--- config.mk ---
export PLATFORM = sky130hd
export DESIGN_NAME = master_control
export DESIGN_NICKNAME = d
export VERILOG_FILES = /design/src/rtl/master_control.sv
export SDC_FILE = /design/constraint.sdc
export NUM_CORES = 1
export LEC_CHECK = 0
export ABC_AREA = 1
export BUFFER_PORTS_ARGS = -buffer_cell sky130_fd_sc_hd__buf_2
export CORE_ASPECT_RATIO = 0.7
export CORE_MARGIN = 10
export CORE_UTILIZATION = 60
export CTS_BUF_LIST = sky130_fd_sc_hd__clkbuf_8
export CTS_CLUSTER_DIAMETER = 30
export DETAILED_ROUTE_END_ITERATION = 8
export PLACE_DENSITY_LB_ADDON = 0.1
export SLEW_MARGIN = 25
export SYNTH_ARGS = -nofsm -noshare
export SYNTH_HDL_FRONTEND = slang
export SYNTH_SLANG_ARGS = --single-unit
--- constraint.sdc ---
create_clock -name clk -period 5.7 [get_ports clk]
set_input_delay 1.425 -clock clk [delete_from_list [all_inputs] [get_ports clk]]
set_output_delay 1.425 -clock clk [all_outputs]
set_load 0.05 [all_outputs]
--- src/rtl/master_control.sv ---
// Transmit-side handshake controller for the Chip2Chip link.
// A send pulse captures data_in and starts a request/ack/valid sequence
// toward the slave-side control block. The asynchronous ack is
// synchronised before use, and a single counter serves both the
// valid-hold length and the wait timeout.
module master_control #(
  parameter int DATA_W         = 3,
  parameter int SYNC_STAGES    = 2,
  parameter int VALID_CYCLES   = 16,
  parameter int TIMEOUT_CYCLES = 500000000
) (
  input  logic              clk,
  input  logic              rst_n,
  input  logic              send,
  input  logic [DATA_W-1:0] data_in,
  input  logic              ack,
  output logic              request,
  output logic [DATA_W-1:0] data_out,
  output logic              valid,
  output logic              notice,
  output logic              busy,
  output logic              timeout
);

  localparam int MAX_CYCLES = (VALID_CYCLES > TIMEOUT_CYCLES) ? VALID_CYCLES : TIMEOUT_CYCLES;
  localparam int CNT_W      = $clog2(MAX_CYCLES) + 1;

  localparam logic [CNT_W-1:0] VALID_LAST   = CNT_W'(VALID_CYCLES - 1);
  localparam logic [CNT_W-1:0] TIMEOUT_LAST = CNT_W'(TIMEOUT_CYCLES - 1);

  typedef enum logic [1:0] {
    IDLE  = 2'd0,
    REQ   = 2'd1,
    ACKED = 2'd2,
    SEND  = 2'd3
  } state_t;

  state_t                 state;
  state_t                 state_nxt;
  logic                   abort;
  logic [DATA_W-1:0]      data_nxt;
  logic [SYNC_STAGES-1:0] ack_sync;
  logic                   ack_s;
  logic [DATA_W-1:0]      data_reg;
  logic [CNT_W-1:0]       cnt;

  assign ack_s = ack_sync[SYNC_STAGES-1];

  // Shift the asynchronous ack through the synchroniser chain.
  always_ff @(posedge clk or negedge rst_n) begin
    // NOTE: every clocked register uses <= so all flops update from the
    // values present before the edge, independent of statement order.
    if (!rst_n) begin
      ack_sync <= '0;
    end else begin
      ack_sync <= {ack_sync[SYNC_STAGES-2:0], ack};
    end
  end

  // Next-state decode; ack transitions take priority over the timeout.
  always_comb begin
    // NOTE: defaults first so every path assigns every signal and no
    // latch is inferred.
    state_nxt = state;
    abort     = 1'b0;
    data_nxt  = data_reg;
    case (state)
      IDLE: begin
        data_nxt = data_in;
        if (send) state_nxt = REQ;
      end
      REQ: begin
        if (ack_s) begin
          state_nxt = ACKED;
        end else if (cnt == TIMEOUT_LAST) begin
          state_nxt = IDLE;
          abort     = 1'b1;
        end
      end
      ACKED: begin
        if (!ack_s) begin
          state_nxt = SEND;
        end else if (cnt == TIMEOUT_LAST) begin
          state_nxt = IDLE;
          abort     = 1'b1;
        end
      end
      SEND: begin
        if (cnt == VALID_LAST) state_nxt = IDLE;
      end
      default: state_nxt = IDLE;
    endcase
  end

  // State, counter, captured data and registered outputs, all decoded
  // from the next state so outputs move on the same edge as the state.
  always_ff @(posedge clk or negedge rst_n) begin
    if (!rst_n) begin
      state    <= IDLE;
      cnt      <= '0;
      data_reg <= '0;
      request  <= 1'b0;
      data_out <= '0;
      valid    <= 1'b0;
      notice   <= 1'b0;
      busy     <= 1'b0;
      timeout  <= 1'b0;
    end else begin
      state <= state_nxt;
      if ((state_nxt != state) || (state == IDLE)) begin
        cnt <= '0;
      end else begin
        cnt <= cnt + 1'b1;
      end
      if ((state == IDLE) && send) data_reg <= data_in;
      request  <= (state_nxt == REQ);
      valid    <= (state_nxt == SEND);
      notice   <= (state_nxt == REQ) || (state_nxt == ACKED);
      busy     <= (state_nxt != IDLE);
      timeout  <= abort;
      data_out <= (state_nxt == IDLE) ? '0 : data_nxt;
    end
  end

endmodule

==> impl_summary.md <==
Outcome
The run finished with clean final reports.

STA
Dividing the final minimum period by the clock period gives about 51%. The worst path in the final design needs a cycle of 2.894 ns, including I/O delays and setup. The setup total negative slack is 0 ns. The maximum clock frequency is 345.5 MHz.

For the final database, setup skew stands at between 0.006 and 0.007 ns. The count of final hold-check violations is 0. Measured against its own limit, the worst slew margin works out to 36.38%. The final number of setup-violating endpoints is 0. At the pin with the least slew margin, the transition time is about 0.95 ns. The total count of max-transition violations in the final report is 0. Setup repair after global routing left no endpoint under its margin.

Clock tree
Once the clock tree was built, the resizer swapped 0 gates to a different size. In this run, post-CTS hold repair placed 0 buffers. The CTS H-tree depth is 2. Counting every sink on the clock net gives 45. TritonCTS built the clock tree. The buffer cell driving the clock tree root is clkbuf_8. Buffers added to address setup during post-CTS repair amount to 0.

After clock tree synthesis, the clock-pin slew on the worst setup and hold paths is around 0.080 ns. TritonCTS created 5 clock buffers. In this run the deepest clock path goes through 2 buffers. The later-pin clock latency in the skew report is 0.30 ns.

Critical path
In this design, the stage delay of the slowest critical-path cell is 0.72 ns. The signal on the critical path passes through buf_2, o21ai_0, nand2_2, nand2_1, nand3_2, nor2_2. The data required time of the worst path is between 5 and 6 ns. The worst reg-to-reg path cell count is 13. The largest fanout on the critical path is 30.

The worst setup path is launched from an input port. The worst register-to-register path has a setup slack of 3.05 ns. The worst setup path is captured at a flip-flop.

The critical path data arrival time is 3.10 ns. The critical path is of the input port to flip-flop type. For this design, the slowest cell found on the critical path is nand3_2. The worst reg2reg path endpoint is cnt[12].

The launch point of the worst reg-to-reg path is cnt[0].

Worst hold path
The sink of the worst hold path is ack_sync[1]. The tightest min-delay check is of the flip-flop to flip-flop type. The worst hold path passes through 0 cells. The startpoint of the worst hold path is ack_sync[0].

Drt
The uppermost metal layer occupied by signal nets is met4. Summed over all layers, the routed wires come to 5082 um. The iteration count of the initial detailed-routing pass is 4. The violation count after the first detailed-route iteration is 106.

The post-detailed-route wirelength per cell is roughly 13 um. For this block, the via count after detailed routing is 1972. The met3 layer wire length in the routed design is 274 um.

For this block, wires on met1 add up to about 2700 um. In the routed design, unresolved DRC markers number 0. The detail route stage leaves a number of antenna-violating nets equal to 0. Using the TritonRoute via totals, the vias-per-cell ratio works out to 5.018. Summed over all nets, wire length on met2 after detailed routing comes to ~2100 um.

Power
In this run the static leakage power is 1.297 nW. The power per cell area is 377.3 mW/mm^2. VDD sags by at most 0.2757 mV.

Floorplan
The initial cell density of the core is 61.61%. The core region area is 0.004279 sq mm. The number of ports placed on the die boundary is 15. The die outline area is 0.007488 sq mm. The number of core rows is 20. The die span in y is 75.46 um. The die is just under 100 um wide.

Logic synthesis
The summed instance area of the synthesized netlist is 0.002636 sq mm. The net count after synthesis is around 340. A synthesized cell averages 8.238 sq um.

The compound-gate portion of the synthesized area is under 10%. Summing the sequential cell areas from Yosys gives a little over two fifths of the chip area. Summing the areas of all and, or, nand and nor instances in the mapped netlist gives 34.50% of the synthesized area. After synthesis, the largest family of logic cells by area is simple AND/OR/NAND/NOR gates. After Yosys synthesis, full adders, half adders and majority gates account for 3.797% of the synthesized area. Synthesis handed over a netlist of 320 instances. During synthesis, Yosys emitted a total of 0 warnings.

In the synthesized netlist, mux cells make up 0% of the area. The register bit total from synthesis is 45. Synthesis instantiated 29 different standard cells from the library. The parity-gate share of the synthesized area counting xor and xnor cells is 8.638%.

Layout
The layout-stage area growth over the synthesis result is 7.784%. The repair_antennas step left the layout with diodes totalling 0. The layout cell share with drive strength beyond 1 is 21.60%. The register with the most flip-flops in the layout has 30 of them. The leading cell type in the layout, fill and taps excluded is nand2_1. Leaving out fill and tap cells, the most frequent cells in the layout are nand2_1, nor2_1, dfrtp_1. The post-layout instance area is 0.002841 sq mm. After the last flow step, the layout net total stands at 352.

Placement
Port buffering added 14 buffers. At the end of routability-driven placement, the weighted congestion stood at 0.8866. The sum of net half-perimeters after detailed placement is 3791 um. Summing all placed instances gives a cell area of 0.002738 sq mm.

Global routing
The number of global-route vias before repair is around 1900. The first-pass GRT wire length is roughly 9000 um. Global routing used 14.34% of the available tracks. The initial antenna violation count came to 0. The pin count of the biggest net entering global routing is 46. The overall overflow remaining after global route is 0.

Job
Across the run, the number of max-cap violations was 0.
critical path, delay by kind of cell:
| family | cells | cell delay [ns] |
|---|---|---|
| buffers and inverters | 1 | 0.12 |
| AND/OR/NAND/NOR | 4 | 1.27 |
| AO/OA/AOI/OAI | 1 | 0.29 |
synth_stat cells:
library cell,n,area share (%)
a21oi_1,4,0.76
buf_6,3,1.3
clkbuf_1,1,0.14
dfrtp_1,45,43
ha_1,8,3.8
inv_1,34,4.8
inv_2,6,0.85
nand2_1,54,7.7
nand2_2,5,1.2
nand2_4,1,0.43
nand3_1,9,1.7
nand3_2,4,1.5
nand3b_1,1,0.28
nand4_1,10,2.4
nand4_4,1,0.81
nor2_1,51,7.3
nor2_2,31,7.4
nor2_4,1,0.43
nor2_8,1,0.76
nor3_1,8,1.5
nor3_2,1,0.38
nor4_1,1,0.24
nor4b_1,1,0.33
o21ai_0,10,1.9
o21bai_1,1,0.28
o31ai_1,1,0.28
or3_1,1,0.24
xnor2_1,3,1.0
xor2_1,23,7.6
per-stage QoR:
stage	setup WS, ns	cells	util (%)	power, mW	hold WS (ns)
2_1_floorplan	3.416	320	-	0.8051	0.3312
3_3_place_gp	2.643	385	63.98	0.8549	0.3321
3_5_place_dp	2.495	385	63.98	0.8653	0.3364
4_1_cts	2.804	393	66.35	1.081	0.3543
5_1_grt	2.645	393	66.40	1.146	0.3635
6_report	2.806	393	66.40	1.072	0.3525
worst max path at each step:
stage                     from     endpoint  slack (ns)
after detailed placement  send      cnt[22]        2.49
after global routing      send      cnt[28]        2.64
after CTS                 send      cnt[12]        2.80
final                     send      cnt[12]        2.81
after floorplan           send  data_out[0]        3.42
after global placement    send      cnt[26]        2.64
cell type report:
cell class | count | area, sq um
flip-flops and latches | 45 | 1126
repair buffers | 14 | 72.57
inverters | 40 | 150.1
well taps | 55 | 68.82
fillers | 359 | 1438
clock inverters | 1 | 5.005
clock buffers | 7 | 96.34
multi-input cells | 231 | 1323
cell families (layout without fill, tap and decap cells):
logic type	after synthesis	count (layout)
simple gates	181	181
flops	45	45
buf+inv	44	62
xor+xnor	26	26
compound gates	16	16
fa+ha+maj	8	8
where the power goes:
group | internal (mW) | switching (mW)
Combinational | 0.106 | 0.350
Sequential | 0.370 | 0.0280
Clock | 0.110 | 0.109
layer usage:
metal,vias up,global-route usage (%)
li1,1030,-
met1,894,20.23
met2,43,21.11
met3,5,3.895
met4,0,3.803
met5,-,0
(Power assumes the default switching activity.)
